<file path="src/rtl/dense_vec_packer.sv">
// dense_vec_packer: collects a serial stream of fixed-point elements into one
// NB-element vector for a dense layer, then holds it until the layer takes it.
//
// A vector closes on an accepted s_last beat or when slot NB-1 is written,
// whichever comes first. len_err flags a vector that closed early (s_last
// before slot NB-1) or late (slot NB-1 written without s_last). Slots that a
// vector never wrote read as zero.
//
// Build option: define DENSE_PACK_DBUF_EN to add a shadow fill buffer. The
// stream then keeps flowing while a finished vector waits in HOLD, and a
// completed shadow vector replaces the held one without a vec_valid bubble.
module dense_vec_packer #(
    parameter int unsigned fixed = 32,
    parameter int unsigned NB    = 42
) (
    input  logic                clk,
    input  logic                rst,
    input  logic [fixed-1:0]    s_data,
    input  logic                s_valid,
    input  logic                s_last,
    output logic                s_ready,
    output logic [NB*fixed-1:0] vec,
    output logic                vec_valid,
    input  logic                vec_ready,
    output logic                len_err
);

    localparam int unsigned     CntW     = (NB > 1) ? $clog2(NB) : 1;
    localparam logic [CntW-1:0] LastSlot = CntW'(NB - 1);
    localparam logic [CntW-1:0] CntOne   = CntW'(1);

    typedef enum logic [0:0] {
        StFill,
        StHold
    } state_e;

    // Control state
    state_e          state_q;
    logic [CntW-1:0] cnt_q;
    logic            s_ready_q;
    logic            vec_valid_q;
    logic            len_err_q;

    // Output vector buffer; this is what vec shows
    logic [fixed-1:0] buf_q [NB];

    // Beat bookkeeping for the primary buffer
    logic accept;
    logic fill_beat;
    logic fill_at_last;
    logic fill_done;
    logic fill_err;
    logic release_vec;

    assign accept       = s_valid && s_ready_q;
    assign fill_beat    = accept && (state_q == StFill);
    assign fill_at_last = (cnt_q == LastSlot);
    assign fill_done    = fill_beat && (s_last || fill_at_last);
    // Mismatch when s_last and the final slot disagree
    assign fill_err     = s_last ^ fill_at_last;
    // vec_valid is high throughout HOLD, so vec_ready outside HOLD is ignored
    assign release_vec  = (state_q == StHold) && vec_ready;

`ifdef DENSE_PACK_DBUF_EN
    // Shadow buffer, filled while the primary vector sits in HOLD
    logic [fixed-1:0] shd_q [NB];
    logic [fixed-1:0] shd_next [NB];
    logic [CntW-1:0]  shd_cnt_q;
    logic             shd_full_q;
    logic             shd_err_q;

    logic hold_beat;
    logic shd_at_last;
    logic shd_done;
    logic shd_err_beat;

    assign hold_beat    = accept && (state_q == StHold);
    assign shd_at_last  = (shd_cnt_q == LastSlot);
    assign shd_done     = hold_beat && (s_last || shd_at_last);
    assign shd_err_beat = s_last ^ shd_at_last;

    // Shadow contents including this cycle's beat, so a hand-off on the same
    // edge as a shadow write carries the new element along
    always_comb begin
        for (int i = 0; i < NB; i++) begin
            shd_next[i] = shd_q[i];
            if (hold_beat && (shd_cnt_q == CntW'(i))) begin
                shd_next[i] = s_data;
            end
        end
    end

    // Shadow storage: written in HOLD, emptied whenever the held vector leaves
    always_ff @(posedge clk or negedge rst) begin
        if (!rst) begin
            for (int i = 0; i < NB; i++) begin
                shd_q[i] <= '0;
            end
        end else if (release_vec) begin
            for (int i = 0; i < NB; i++) begin
                shd_q[i] <= '0;
            end
        end else if (hold_beat) begin
            for (int i = 0; i < NB; i++) begin
                if (shd_cnt_q == CntW'(i)) begin
                    shd_q[i] <= s_data;
                end
            end
        end
    end
`endif

    // Primary buffer: slot writes while filling; on hand-off it is either
    // cleared or reloaded from the shadow so no stale slot survives
    always_ff @(posedge clk or negedge rst) begin
        if (!rst) begin
            for (int i = 0; i < NB; i++) begin
                buf_q[i] <= '0;
            end
        end else if (release_vec) begin
            for (int i = 0; i < NB; i++) begin
`ifdef DENSE_PACK_DBUF_EN
                buf_q[i] <= shd_next[i];
`else
                buf_q[i] <= '0;
`endif
            end
        end else if (fill_beat) begin
            for (int i = 0; i < NB; i++) begin
                if (cnt_q == CntW'(i)) begin
                    buf_q[i] <= s_data;
                end
            end
        end
    end

    // FILL/HOLD controller with registered s_ready, vec_valid and len_err
    always_ff @(posedge clk or negedge rst) begin
        if (!rst) begin
            state_q     <= StFill;
            cnt_q       <= '0;
            s_ready_q   <= 1'b0;
            vec_valid_q <= 1'b0;
            len_err_q   <= 1'b0;
`ifdef DENSE_PACK_DBUF_EN
            shd_cnt_q   <= '0;
            shd_full_q  <= 1'b0;
            shd_err_q   <= 1'b0;
`endif
        end else begin
            len_err_q <= 1'b0;
            case (state_q)
                StFill: begin
                    s_ready_q <= 1'b1;
                    if (fill_beat) begin
                        if (fill_done) begin
                            state_q     <= StHold;
                            cnt_q       <= '0;
                            vec_valid_q <= 1'b1;
                            len_err_q   <= fill_err;
`ifndef DENSE_PACK_DBUF_EN
                            // Single buffer: nowhere to put beats until released
                            s_ready_q   <= 1'b0;
`endif
                        end else begin
                            cnt_q <= cnt_q + CntOne;
                        end
                    end
                end
                StHold: begin
`ifdef DENSE_PACK_DBUF_EN
                    if (vec_ready) begin
                        shd_cnt_q  <= '0;
                        shd_full_q <= 1'b0;
                        s_ready_q  <= 1'b1;
                        if (shd_full_q) begin
                            // Finished shadow becomes vec; vec_valid stays up
                            len_err_q <= shd_err_q;
                        end else if (shd_done) begin
                            // Shadow completes on the hand-off edge itself
                            len_err_q <= shd_err_beat;
                        end else begin
                            // Partial shadow continues filling as the primary
                            state_q     <= StFill;
                            vec_valid_q <= 1'b0;
                            cnt_q       <= shd_cnt_q + CntW'(hold_beat);
                        end
                    end else if (shd_done) begin
                        // Both buffers occupied: stall the stream
                        shd_full_q <= 1'b1;
                        shd_err_q  <= shd_err_beat;
                        shd_cnt_q  <= '0;
                        s_ready_q  <= 1'b0;
                    end else if (hold_beat) begin
                        shd_cnt_q <= shd_cnt_q + CntOne;
                    end
`else
                    if (vec_ready) begin
                        state_q     <= StFill;
                        cnt_q       <= '0;
                        vec_valid_q <= 1'b0;
                        s_ready_q   <= 1'b1;
                    end
`endif
                end
                default: begin
                    state_q <= StFill;
                end
            endcase
        end
    end

    // Flatten the buffer onto the vector port, element i at vec[i*fixed +: fixed]
    for (genvar g = 0; g < NB; g++) begin : g_slot
        assign vec[g*fixed +: fixed] = buf_q[g];
    end

    assign s_ready   = s_ready_q;
    assign vec_valid = vec_valid_q;
    assign len_err   = len_err_q;

endmodule

</file>
<file path="config.mk">
export PLATFORM = sky130hd
export DESIGN_NAME = dense_vec_packer
export DESIGN_NICKNAME = d
export VERILOG_FILES = /design/src/rtl/dense_vec_packer.sv
export SDC_FILE = /design/constraint.sdc
export NUM_CORES = 1
export LEC_CHECK = 0
export CORE_AREA = 3 3 539 541
export DETAILED_ROUTE_END_ITERATION = 10
export DIE_AREA = 0 0 542 544
export MAX_ROUTING_LAYER = met4
export PLACE_DENSITY_LB_ADDON = 0.08
export RECOVER_POWER = 100
export SLEW_MARGIN = 25
export SYNTH_ARGS = -nofsm -noshare
export SYNTH_HDL_FRONTEND = slang
export SYNTH_SLANG_ARGS = --single-unit
</file>
<file path="constraint.sdc">
create_clock -name clk -period 3.6 [get_ports clk]
set_clock_uncertainty 0.15 [all_clocks]
set_input_delay 0.72 -clock clk [delete_from_list [all_inputs] [get_ports clk]]
set_output_delay 0.72 -clock clk [all_outputs]
set_load 0.01 [all_outputs]
</file>
==> summary.txt, run 1 <==
Layout
  – FF+latch area: 33900 um^2
  – Area taken by multi-input logic gates: 20000 um^2
  – Design Area, Final: 80700 um^2
  – Total Nets Final: 6478
  – Area delta synth->final: 43.5%
  – Fillers: 29700
  – Layout cells sized above 1: 0.0874
  – Layout Utilization: 0.283

Clock network
  – Clock Path Buffers: 4
  – Number of H-tree levels: 4
  – CTS Hold Bufs: 1
  – Clock Sink Count: 1354
  – Clock latency on the worst-skew pair: 0.82 ns
  – Clk slew on worst S/H paths: 0.06 ns
  – # resized after CTS: 0
  – Post-CTS setup buffer count: 0
  – Clk root buf: clkbuf_16
  – CTS Buf Count: 179
  – CTS tree: yes

Synthesis
  – Xor/xnor share of the synthesized area: 0
  – Register bit count reported by yosys: 1354
  – Synth Area in Compound Gates: 0.0682
  – Cells after Synth: 5162
  – Top cells by area, synth: dfrtp_1, mux2i_1, nand2_1, nand3_1, o21ai_0
  – Top_reg_cell synth: dfrtp_1
  – Net Count, Synth: 5204
  – Synth Area in Adders: 0.00111
  – Post-synthesis mux area share: 0.145
  – Unique cell type count in the Yosys netlist: 54
  – Ys Warns: 0
  – Main combinational cell family by area after synthesis: multiplexers
  – Synth area leader: dfrtp_1
  – Post-Synth Simple-Gate Area: 0.136
  – Sequential fraction of the synthesis area: 0.602
  – EDFF count, synth: 0
  – Syn Area/Cell: 10.9 um^2
  – Yosys top cell area share: 0.602
  – Area of the mapped netlist: 56300 um^2
  – FFs w/ async S/R, synth: 1.00

Outcome
  – Failing checks: max-capacitance violations, max-slew violations
  – Outcome: finished, violations left

Drt
  – Via count: 46500
  – Initial DRC count: 3222
  – Detailed-route vias per instance: 4.49
  – Final WL: 343 mm
  – DRT antenna net count: 0
  – Pre-antenna DRT Iters: 5
  – Residual DRC: 0
  – Routed WL per cell: 33.2 um

Min path
  – Hold Path Class: reg2reg

Placed design
  – Placed inst area: 75600 um^2
  – Port Buffers: 1383
  – HPWL Detailed: 234 mm
  – Final RePlAce weighted congestion: 0.817
  – Post-place setup slack: 0.0983 ns

Worst setup path
  – CP Launch Type: flop
  – Crit path kind: reg2reg
  – Critical Path Max Stage Delay: 0.96 ns
  – Max FO, Critical Path: 32
  – WP data required: 4.19 ns
  – Crit. End Element: flop
  – Crit-path slowest cell: buf_2
  – R2R Setup Slk: 0.33 ns
  – CP Cell Sequence: buf_4 > nand2b_1 > nor3_4 > buf_2 > mux2i_1
  – Critical path arrival: 3.85 ns

Floorplanning
  – Core area: 285000 um^2
  – IO Pins: 1384
  – Die Height: 544 um
  – Initial Utilization: 0.197
  – Site row count: 196
  – Die area: 295000 um^2
  – Die Wd: 542 um

GRT
  – Gr ovfl total: 0
  – GRT busiest layer: met2
  – GR Layer Usage met3: 0.0619
  – Initial antenna violation count: 28
  – Met1 Use GR: 0.283
  – First-pass GRT wire length: 459 mm
  – Overall global routing resource usage: 0.232
  – Vias in the first global route: 47500
  – Largest net degree at the start of global routing: 180
  – Global-route met2 utilization: 0.372

Timing
  – Minimum clock period: 3.27 ns
  – Final worst setup slack: 0.334 ns
  – Final Hold Vio Count: 0
  – Max-slew violation count: 102
  – Fin crit share: 0.907
  – Slew headroom: -0.261
  – FMAX: 306 MHz
  – Final setup fails: 0
  – Total Neg Setup Slack: 0 ns
  – Worst Max-Slew Pin Slew: 1.89 ns
  – RSZ-0062 raised after global routing: false

Job
  – MaxCap Viol Count: 2

Pwr
  – PwrDens: 481 nW/um^2
  – Max VDD drop: 0.321 mV
  – Lkg Pwr: 42.7 nW
## metrics by stage
step / instances / hold slack [ns] / power, W
floorplan: 5162 / 0.274 / 0.0179
global placement: 10000 / 0.317 / 0.0215
global route: 10300 / 0.363 / 0.0404
detailed placement: 10000 / 0.317 / 0.0215
finish: 10300 / 0.319 / 0.0388
CTS: 10300 / 0.334 / 0.0399
## state kept, by name, indices dropped and copies added, names as in the netlist
register	count
cnt_q	6
len_err	1
s_ready	1
state_q	1
vec	1344
vec_valid	1
## worst max-delay path, delay by kind of cell (launching register included)
kind                   cells  cell delay (ns)
AND/OR/NAND/NOR            2             0.64
flip-flops                 1             0.71
multiplexers               1             0.28
buffers and inverters      2             1.31
## final timing paths
| kind | startpoint | end | cells past startpoint |
|---|---|---|---|
| setup / recovery | cnt_q[2] | vec[804] | 5 |
| hold / removal | vec_valid | vec_valid | 1 |
| setup reg to reg | cnt_q[2] | vec[804] | 5 |
| hold reg to reg | vec_valid | vec_valid | 1 |
| max in group asynchronous | rst | vec[1241] | 3 |
| min in group asynchronous | rst | vec[811] | 2 |
## layer usage
layer | up-vias | share of wire
li1 | 20100 | -
met1 | 24400 | 0.42
met2 | 1625 | 0.48
met3 | 383 | 0.070
met4 | 0 | 0.037
met5 | - | 0
## synth_stat cells, types with 2 or more instances
cell / count
dfrtp_1: 1354
nand2_1: 1225
mux2i_1: 813
nand3_1: 408
o21ai_0: 390
clkbuf_1: 347
o21ai_1: 145
o211ai_1: 128
buf_2: 92
buf_6: 47
a21oi_1: 34
buf_4: 32
buf_1: 26
and2_1: 13
nand3_4: 12
and4b_1: 11
nand4bb_1: 6
clkbuf_2: 5
ha_1: 5
nor2b_1: 5
nor3_2: 5
nand2_4: 4
nand2b_1: 4
nand3_2: 4
inv_1: 3
nor3_1: 3
nor4b_4: 3
nor4bb_1: 3
or2_1: 3
and2_0: 2
and4bb_2: 2
mux2_2: 2
nand2_2: 2
nand4b_1: 2
nor2_1: 2
nor3b_1: 2
## placed cells by master, fill, tap and decap left out, drive strengths merged, types with 2 or more instances in the layout
cell type / count
and4bb: 3
bufinv: 4
clkdlybuf4s50: 35
nand2: 1231
nor3: 8
ha: 5
nor4bb: 3
o21ai: 535
nand4b: 3
a21oi: 34
nand3: 424
nor2: 3
diode: 8
dlygate4sd3: 1348
and2: 16
mux2i: 813
clkinv: 22
nor3b: 2
nand4bb: 6
nor2b: 5
inv: 8
buf: 178
and4b: 11
clkbuf: 364
or2: 5
mux2: 2
nor4b: 3
clkinvlp: 3
nand2b: 4
o211ai: 128
dfrtp: 1354
## cells by family after synthesis
family	after synthesis
simple gates	1734
fa+ha+maj	5
compound gates	701
flops	1354
mux	815
buf+inv	553
## final cells by class
cell class / count / area share
Multi-Input combinational cell: 3255 / 0.247
Antenna cell: 8 / 0.000248
Sequential cell: 1354 / 0.420
Inverter: 3 / 0.000140
Timing Repair Buffer: 1643 / 0.203
Tap cell: 3762 / 0.0583
Clock inverter: 34 / 0.00445
Clock buffer: 282 / 0.0669
## power by group
part | internal, W | switching (W) | total, W
clock network | 0.0105 | 0.00747 | 0.0180
registers | 0.0157 | 0.000327 | 0.0160
logic | 0.00126 | 0.00353 | 0.00479
(Power assumes the default switching activity.)
==> run 2: changes to the inputs <==
--- a/config.mk
+++ b/config.mk
@@ -6,6 +6,7 @@
 export NUM_CORES = 1
 export LEC_CHECK = 0
 export CORE_AREA = 3 3 539 541
+export CTS_CLUSTER_SIZE = 16
 export DETAILED_ROUTE_END_ITERATION = 10
 export DIE_AREA = 0 0 542 544
 export MAX_ROUTING_LAYER = met4
==> results of run 2 <==
Final layout, timing and power as in run 1 (identical DEF).
